### src/rtl/alu_req_arbiter.sv
// alu_req_arbiter: shares one external single-cycle ALU between two requesters.
// Round-robin grant in IDLE, operands held in registers for the EXEC phase
// (stretched for MUL), and a registered result returned through a
// valid/ready response handshake. Only one operation is ever in flight.
module alu_req_arbiter #(
    parameter int MUL_LAT = 3,
    parameter int ID_W    = 1
) (
    input  logic            clk_i,
    input  logic            rst_i,

    input  logic            req0_valid_i,
    output logic            req0_ready_o,
    input  logic [31:0]     req0_src1_i,
    input  logic [31:0]     req0_src2_i,
    input  logic [3:0]      req0_ctrl_i,

    input  logic            req1_valid_i,
    output logic            req1_ready_o,
    input  logic [31:0]     req1_src1_i,
    input  logic [31:0]     req1_src2_i,
    input  logic [3:0]      req1_ctrl_i,

    output logic [31:0]     alu_src1_o,
    output logic [31:0]     alu_src2_o,
    output logic [3:0]      alu_ctrl_o,
    input  logic [31:0]     alu_result_i,
    input  logic            alu_zero_i,

    output logic            rsp_valid_o,
    input  logic            rsp_ready_i,
    output logic [ID_W-1:0] rsp_id_o,
    output logic [31:0]     rsp_result_o,
    output logic            rsp_zero_o,
    output logic            rsp_err_o
);

    localparam logic [3:0] CTRL_MUL = 4'b1001;
    // MUL_LAT is 1..15, so MUL_LAT-1 always fits the 4-bit hold counter.
    localparam logic [3:0] MUL_HOLD = 4'(MUL_LAT - 1);

    typedef enum logic [1:0] {
        S_IDLE = 2'd0,
        S_EXEC = 2'd1,
        S_RESP = 2'd2
    } state_t;

    state_t          state_q;
    state_t          state_d;
    logic            prio_q;      // requester that wins when both are valid
    logic [3:0]      cnt_q;       // remaining extra EXEC cycles
    logic [ID_W-1:0] id_q;        // requester owning the in-flight operation

    logic            gnt_any;
    logic            gnt_sel;
    logic [31:0]     gnt_src1;
    logic [31:0]     gnt_src2;
    logic [3:0]      gnt_ctrl;

    // Decodes the set of control codes the ALU implements.
    function automatic logic is_legal(input logic [3:0] ctrl);
        logic ok;
        case (ctrl)
            4'b0000, 4'b0001, 4'b0010, 4'b0011,
            4'b0100, 4'b0101, 4'b0110, 4'b0111,
            4'b1001: ok = 1'b1;
            default: ok = 1'b0;
        endcase
        return ok;
    endfunction

    // State register.
    always_ff @(posedge clk_i) begin
        if (rst_i) begin
            state_q <= S_IDLE;
        end else begin
            state_q <= state_d;
        end
    end

    // Round-robin grant and operand select; a grant only exists in IDLE.
    always_comb begin
        gnt_any = 1'b0;
        gnt_sel = 1'b0;
        if (state_q == S_IDLE) begin
            if (req0_valid_i && req1_valid_i) begin
                gnt_any = 1'b1;
                gnt_sel = prio_q;
            end else if (req0_valid_i) begin
                gnt_any = 1'b1;
                gnt_sel = 1'b0;
            end else if (req1_valid_i) begin
                gnt_any = 1'b1;
                gnt_sel = 1'b1;
            end
        end
        gnt_src1 = gnt_sel ? req1_src1_i : req0_src1_i;
        gnt_src2 = gnt_sel ? req1_src2_i : req0_src2_i;
        gnt_ctrl = gnt_sel ? req1_ctrl_i : req0_ctrl_i;
    end

    // Next-state logic.
    always_comb begin
        state_d = state_q;
        case (state_q)
            S_IDLE:  if (gnt_any)      state_d = S_EXEC;
            S_EXEC:  if (cnt_q == '0)  state_d = S_RESP;
            S_RESP:  if (rsp_ready_i)  state_d = S_IDLE;
            default: state_d = S_IDLE;
        endcase
    end

    // Handshake outputs decoded from state and grant.
    always_comb begin
        req0_ready_o = gnt_any && !gnt_sel;
        req1_ready_o = gnt_any &&  gnt_sel;
        rsp_valid_o  = (state_q == S_RESP);
    end

    // Operand, counter, priority and response registers.
    always_ff @(posedge clk_i) begin
        if (rst_i) begin
            prio_q       <= 1'b0;
            cnt_q        <= '0;
            id_q         <= '0;
            alu_src1_o   <= '0;
            alu_src2_o   <= '0;
            alu_ctrl_o   <= 4'b0000;
            rsp_id_o     <= '0;
            rsp_result_o <= '0;
            rsp_zero_o   <= 1'b0;
            rsp_err_o    <= 1'b0;
        end else begin
            case (state_q)
                S_IDLE: begin
                    if (gnt_any) begin
                        alu_src1_o <= gnt_src1;
                        alu_src2_o <= gnt_src2;
                        alu_ctrl_o <= gnt_ctrl;
                        id_q       <= ID_W'(gnt_sel);
                        prio_q     <= ~gnt_sel;
                        cnt_q      <= (gnt_ctrl == CTRL_MUL) ? MUL_HOLD : 4'd0;
                    end
                end
                S_EXEC: begin
                    if (cnt_q != '0) begin
                        cnt_q <= cnt_q - 4'd1;
                    end else begin
                        rsp_id_o <= id_q;
                        if (is_legal(alu_ctrl_o)) begin
                            rsp_result_o <= alu_result_i;
                            rsp_zero_o   <= alu_zero_i;
                            rsp_err_o    <= 1'b0;
                        end else begin
                            // ALU output is meaningless for an unknown code.
                            rsp_result_o <= '0;
                            rsp_zero_o   <= 1'b1;
                            rsp_err_o    <= 1'b1;
                        end
                    end
                end
                default: ;
            endcase
        end
    end

endmodule

### config.mk
export PLATFORM = sky130hd
export DESIGN_NAME = alu_req_arbiter
export DESIGN_NICKNAME = d
export VERILOG_FILES = /design/src/rtl/alu_req_arbiter.sv
export SDC_FILE = /design/constraint.sdc
export NUM_CORES = 1
export LEC_CHECK = 0
export CAP_MARGIN = 40
export CORE_MARGIN = 4
export CORE_UTILIZATION = 25
export CTS_CLUSTER_DIAMETER = 30
export DETAILED_ROUTE_END_ITERATION = 10
export PLACE_DENSITY = 0.68
export SYNTH_ARGS = -nofsm -noshare
export SYNTH_HDL_FRONTEND = slang
export SYNTH_SLANG_ARGS = --single-unit
### constraint.sdc
create_clock -name clk_i -period 1.65 [get_ports clk_i]
set_clock_uncertainty 0.05 [all_clocks]
set_input_delay 0.2475 -clock clk_i [delete_from_list [all_inputs] [get_ports clk_i]]
set_output_delay 0.2475 -clock clk_i [all_outputs]
set_load 0.01 [all_outputs]
==> out/summary.txt, run 1 <==
=====================================================================================
Crit path launch type                                                            flop
Fin crit share                                                                   1.02
Port Buffer Count                                                                 279
Slowest cell on the critical path                                        sky130_fd_sc_hd__dfxtp_4
Net count after synthesis                                                         772
Worst-path clk slew                                                           0.08 ns
Critical path data required time                                              1.83 ns
Number of register bits inferred by synthesis                                     112
Total vias in the final route                                                   5,556
GPL Wtd Cong                                                                    0.810
Finish-stage setup viols                                                           17
TritonCTS Buffers                                                                   9
Slew at the pin with the worst max-slew slack                                0.562 ns
Via count of the first global-routing pass                                      4,991
Fraction of synthesized cell area taken by the top area cell type               0.463
Prevailing post-synth register cell                                      sky130_fd_sc_hd__dfxtp_1
Summed instance area of the synthesized netlist                              4850 µm²
Count of unresolved DRC violations after routing                                    0
Clock period minus final worst setup slack                                    1.68 ns
EDFF count, synth                                                                   0
Headroom to the max-slew limit                                                  0.625
Setup Crit Path Kind                                                     flop to flop
Cell types with the largest area share after synthesis                   sky130_fd_sc_hd__dfxtp_1 46%, sky130_fd_sc_hd__nand2_1 13%, sky130_fd_sc_hd__a311oi_1 8.1%, sky130_fd_sc_hd__a311oi_2 6.2%, sky130_fd_sc_hd__nor2_1 5.6%
Unique cell type count in the Yosys netlist                                        43
Areal power density over the cells                                        1190 nW/µm²
Height of the die                                                              147 µm
Layout Nets                                                                     1,092
Clk root buf                                                             sky130_fd_sc_hd__clkbuf_16
Endpoint kind of the worst setup timing path                                     flop
Final Slew Violations                                                               0
Share of post-route cells with drive strength above 1                           0.240
Clock tree from TritonCTS                                                        done
Residual antenna-violating net count after detailed routing                         0
Routed len/inst                                                               16.9 µm
Final-report hold violation count                                                   0
Area of the die                                                            21,700 µm²
Proportion of synthesized flip-flops having asynchronous set or reset               0
Overall overflow remaining after global route                                       0
Largest stage delay on the critical path                                      0.37 ns
Sum Neg Setup Slack                                                         -0.258 ns
Ordered cell list for the critical path                                  or2_4, nor2_4, buf_12, buf_12, buf_12, buf_12, buf_6, a311oi_2
Count of routing violations after the opening detailed-route iteration            177
Most used cell, CP                                                       sky130_fd_sc_hd__buf_12
Avg Cell Area, Syn                                                           8.13 µm²
Number of primary I/O pins                                                        280
Drt first pass iters                                                                6
Cell with the most instances after synthesis                             sky130_fd_sc_hd__nand2_1
Maximum capacitance violations                                                      0
TritonCTS sink count                                                              112
CTS hold repair buffers                                                             0
Leak Pwr                                                                      3.54 nW
Worst Hold Margin                                                            0.103 ns
# rows                                                                             50
DP Wirelength                                                               12,700 µm
Maximum frequency from static timing analysis                               0.594 GHz
Post-synthesis sequential area ratio                                            0.463
Post-DR vias/cell                                                                4.70
All-Layer GR Usage                                                              0.148
Initial core utilization                                                        0.257
Worst endpoint data arrival time                                              1.87 ns
Total Power                                                                   11.3 mW
Pin count of the biggest net entering global routing                               56
Setup repair after global routing missed its margin                               yes
Critical Path Fanout Max                                                            8
Clock insertion delay at the later pin of the skew report                     0.35 ns
CTS HTree Levels                                                                    3
Synthesized instance count                                                        596
Global-route wire length before repair                                      26,100 µm
Total wire length after detailed routing                                    20,000 µm
Placeable core area                                                        18,900 µm²
ANT cells                                                                           0
Die X                                                                          147 µm
Library cell occupying the most area in the post-synthesis netlist       sky130_fd_sc_hd__dfxtp_1
Violations in the final reports                                          setup timing
Synth warnings                                                                      0
Max Buffers Root-to-Sink                                                            2
Run status                                                               finished with violations
Growth of design area from synthesis to finish                                  95.5%
Leading cell types by count after synthesis                              169 x sky130_fd_sc_hd__nand2_1, 112 x sky130_fd_sc_hd__dfxtp_1, 72 x sky130_fd_sc_hd__nor2_1, 45 x sky130_fd_sc_hd__a311oi_1, 41 x sky130_fd_sc_hd__a21oi_1
Setup slack after layout                                                   -0.0334 ns
Worst vdd ir                                                                   486 µV
Tightest Hold Check Type                                                 input port to flop
Number of antenna violations at the first check in global routing                   0
=====================================================================================
[area by class of cell]
class | count | area, µm²
tap | 260 | 325
clock inverter | 5 | 40.0
fill | 1771 | 9420
clock buffer | 11 | 253
inverter | 8 | 32.5
timing repair buffer | 360 | 3830
multi-input combinational | 425 | 2740
sequential | 112 | 2250
[flip-flops by register name (all words and copies together), names as in the netlist, named ones only]
name / flops
alu_ctrl_o: 4
alu_src1_o: 32
alu_src2_o: 32
cnt_q: 4
id_q: 1
prio_q: 1
rsp_err_o: 1
rsp_id_o: 1
rsp_result_o: 32
rsp_zero_o: 1
state_q: 2
[routing by layer]
layer,routed length (µm),part of all wire,GRT usage,vias to the layer above
met2,9920,0.50,0.248,222
met4,377,0.019,0.0452,0
met1,7940,0.40,0.174,2594
li1,-,-,-,2718
met3,1750,0.087,0.0629,22
met5,0,0,0,-
[placed cells by master, fill, tap and decap left out, drive strengths merged, types with 2 or more instances in the layout]
master,netlist,layout
nand2b,3,3
nand2,169,169
a311oi,65,65
nor4,2,2
nor2,73,73
nor2b,2,2
or2,2,2
inv,8,9
ha,2,2
nand3,35,35
o21ai,3,3
a2111oi,2,2
a211oi,2,2
clkinv,0,4
a21oi,41,41
buf,33,71
clkbuf,18,25
dlymetal6s2s,0,2
clkdlybuf4s50,0,272
o311ai,2,2
dfxtp,112,112
nor3b,3,3
nor3,4,4
[kinds of logic after synthesis]
family,after synthesis,synth area share
DFF,112,0.463
and+or+nand+nor,300,0.259
AOI/OAI and AO/OA,123,0.212
buffers and inverters,59,0.0612
adders and majority gates,2,0.00516
[final timing paths]
check	from	to	slack (ns)	depth (start not counted)
setup / recovery	state_q[1]	alu_src1_o[17]	-0.03	8
hold / removal	rst_i	state_q[0]	0.10	2
hold reg to reg	rsp_result_o[19]	rsp_result_o[19]	0.41	2
setup reg to reg	state_q[1]	alu_src1_o[17]	-0.03	8
[critical path: cells and delay by family, from the launching register on]
| family | cells | cell delay (ns) |
|---|---|---|
| compound gates | 1 | 0.07 |
| buf+inv | 5 | 0.61 |
| flops | 1 | 0.37 |
| simple gates | 2 | 0.43 |
[repair_timing]
| action | 4_1_cts | 5_1_grt |
|---|---|---|
| gates resized for setup | 19 | 125 |
| setup endpoints to repair | 66 | 104 |
| buffers inserted | 1 | 12 |
| pin swaps | 2 | 71 |
| cloned | 0 | 17 |
[per-stage QoR]
step                      setup WS, ns  cells  cell area (µm²)   util
after floorplan                 0.0685    596             4850      -
after global placement          -0.408   1135             8190  0.433
after detailed placement        -0.430   1135             8190  0.433
after CTS                      0.00183   1152             8500  0.450
after global routing           -0.0895   1181             9480  0.502
final                          -0.0334   1181             9480  0.502
[where the power goes]
group / internal (mW) / total (mW) / switching [mW]
logic: 3.00 / 5.52 / 2.52
registers: 3.25 / 3.57 / 0.313
clock network: 1.12 / 2.19 / 1.06
total: 7.38 / 11.3 / 3.90
(Power assumes the default switching activity.)
==> run 2, diff against run 1 <==
- ABC_CLOCK_PERIOD_IN_PS: default -> 1650
- CELL_PAD_IN_SITES_DETAIL_PLACEMENT: default -> 1
- CELL_PAD_IN_SITES_GLOBAL_PLACEMENT: default -> 1
- CORE_MARGIN: 4 -> default
- CORE_UTILIZATION: 25 -> 24
- PLACE_DENSITY: 0.68 -> 0.87
==> run 2 against run 1 <==
  * The run still ends with setup timing left
  * Cell area rose by 0.42%
  * Highest routed layer unchanged
  * Setup slack got worse by 0.052 ns
  * Worst hold slack improved by 0.029 ns
  * Wire length rose by 27%
  * Non-clock buffer count fell by 16
  * Sequential power barely moved
  * Core utilization fell by 1.7 points
  * Power rose by 1.8%
  * Die area fell by 4.2%
  * Critical path type unchanged
  * Count of clock-buffer cells in the layout rose by 2
==> out/summary.txt, run 2 (same netlist as run 1, synthesis figures left out) <==
=====================================================================================
Setup repair after global routing missed its margin                               yes
Registers with the most flip-flops                                       alu_src1_o (32), alu_src2_o (32), rsp_result_o (32)
Clock period minus final worst setup slack                                    1.74 ns   +0.0520 ns
Endpoint kind of the worst setup timing path                                     flop
Final Slew Violations                                                               0   unchanged
Count of routing violations after the opening detailed-route iteration            140   -21%
ANT cells                                                                           0   unchanged
Tightest Hold Check Type                                                 input port to flop
Count of unresolved DRC violations after routing                                    0   unchanged
Global-route wire length before repair                                      29,700 µm   +14%
Port Buffer Count                                                                 279   unchanged
Violations in the final reports                                          setup timing
Run status                                                               finished with violations
Clock insertion delay at the later pin of the skew report                     0.35 ns   about the same
Worst-path clk slew                                                           0.08 ns   about the same
Worst endpoint data arrival time                                              1.96 ns   +0.09 ns
Critical R2R Launch                                                          cnt_q[1]
Via count of the first global-routing pass                                      5,745   +15%
GPL Wtd Cong                                                                    0.796   -1.7%
Post-layout instance count excluding filler cells                               1,170   -0.93%
Setup Crit Path Kind                                                     flop to flop
Most frequent cells in the layout                                        271 x sky130_fd_sc_hd__clkdlybuf4s50_1, 143 x sky130_fd_sc_hd__nand2_1, 108 x sky130_fd_sc_hd__dfxtp_1
CTS hold repair buffers                                                             0   unchanged
Crit path launch type                                                            flop
Number of antenna violations at the first check in global routing                   0   unchanged
Maximum frequency from static timing analysis                               0.576 GHz   -3.0%
Residual antenna-violating net count after detailed routing                         0   unchanged
DP Wirelength                                                               14,200 µm   +12%
Placeable core area                                                        19,700 µm²   +4.0%
Leak Pwr                                                                      3.52 nW   -0.42%
Layout Nets                                                                     1,076   -1.5%
Placed cells                                                                    1,125   -0.88%
Clock tree from TritonCTS                                                        done
Die X                                                                          144 µm   -2.1%
TritonCTS sink count                                                              112   unchanged
Slew at the pin with the worst max-slew slack                                0.637 ns   +0.0755 ns
Finish-stage setup viols                                                           35   +18
CTS HTree Levels                                                                    3   unchanged
Height of the die                                                              144 µm   -2.1%
Total vias in the final route                                                   5,811   +4.6%
Initial core utilization                                                        0.247   -0.00993
Post-DR vias/cell                                                                4.97   +5.6%
Growth of design area from synthesis to finish                                  96.4%
Leading cell type in the layout, fill and taps excluded                  sky130_fd_sc_hd__clkdlybuf4s50_1
Areal power density over the cells                                        1210 nW/µm²   +1.3%
Timing startpoint of the critical path                                       cnt_q[1]
Overall overflow remaining after global route                                       0   unchanged
Headroom to the max-slew limit                                                  0.575   -0.0503
Max Buffers Root-to-Sink                                                            2   unchanged
Drt first pass iters                                                                4   -2
Share of post-route cells with drive strength above 1                           0.250   +0.00977
All-Layer GR Usage                                                              0.186   +0.0380
Final-report hold violation count                                                   0   unchanged
Clk root buf                                                             sky130_fd_sc_hd__clkbuf_16
Worst vdd ir                                                                   420 µV   -14%
Total wire length after detailed routing                                    25,300 µm   +27%
Number of primary I/O pins                                                        280   unchanged
Area of the die                                                            20,800 µm²   -4.2%
Start point of the worst hold path                                              rst_i
Pin count of the biggest net entering global routing                               59   +5.4%
Util after Layout                                                               0.484   -0.0174
Critical path data required time                                              1.88 ns   +0.05 ns
Setup slack after layout                                                   -0.0854 ns   -0.0520 ns
TritonCTS Buffers                                                                   9   unchanged
Critical Path Fanout Max                                                            7   -1
Maximum capacitance violations                                                      0   unchanged
# rows                                                                             51   +2.0%
Fin crit share                                                                   1.05   +0.0315
Routed len/inst                                                               21.6 µm   +28%
=====================================================================================
run 2: what timing repair did:
action,in CTS,in global routing
gates cloned,2,17
pin swaps,8,63
setup endpoints to repair,85,104
setup buffers,3,8
resized for setup,35,146
run 2: path summary, 6_finish.rpt:
kind / to / slack, ns / cells past startpoint
hold / removal: state_q[0] / 0.13 / 2
hold reg to reg: rsp_result_o[22] / 0.42 / 2
setup / recovery: rsp_result_o[20] / -0.09 / 7
setup reg to reg: rsp_result_o[20] / -0.09 / 7
run 2: layer usage:
| layer | GRT usage | wire length [µm] | up-vias | part of all wire |
|---|---|---|---|---|
| met5 | 0 | 0 | - | 0 |
| met1 | 0.189 | 9220 | 2820 | 0.36 |
| met2 | 0.351 | 13200 | 261 | 0.52 |
| met4 | 0.0582 | 757 | 0 | 0.030 |
| met3 | 0.0682 | 2090 | 41 | 0.083 |
| li1 | - | - | 2689 | - |
run 2: where the power goes:
| part | switching [mW] | internal (mW) |
|---|---|---|
| Clock | 1.08 | 1.12 |
| Sequential | 0.347 | 3.26 |
| Combinational | 2.82 | 2.85 |
| Total | 4.25 | 7.22 |
run 2: final cells by class:
cell class	count	area, µm²
Multi-Input combinational cell	425	2940
Timing Repair Buffer	344	3670
Fill cell	2243	10100
Tap cell	265	332
Inverter	8	35.0
Clock buffer	13	260
Clock inverter	3	23.8
Sequential cell	112	2250
run 2: through the flow:
step / setup WS [ns] / power (mW) / hold WS [ns] / TNS (ns) / instance area [µm²]
2_1_floorplan: 0.0685 / 5.62 / 0.349 / 0 / 4850
3_3_place_gp: -0.477 / 7.65 / 0.389 / -23.23 / 8060
3_5_place_dp: -0.559 / 7.81 / 0.393 / -32.67 / 8060
4_1_cts: -0.0213 / 10.3 / 0.109 / -0.141 / 8470
5_1_grt: -0.133 / 12.0 / 0.127 / -5.51 / 9520
6_report: -0.0854 / 11.5 / 0.133 / -1.14 / 9520
run 2: critical path, stage by stage (launching register included):
cell and delay, ns:
sky130_fd_sc_hd__dfxtp_2 0.33, sky130_fd_sc_hd__inv_2 0.08, sky130_fd_sc_hd__ha_4 0.13, sky130_fd_sc_hd__nor3b_4 0.25
sky130_fd_sc_hd__and2_4 0.33, sky130_fd_sc_hd__clkbuf_16 0.22, sky130_fd_sc_hd__nand3_4 0.10, sky130_fd_sc_hd__a21oi_2 0.17
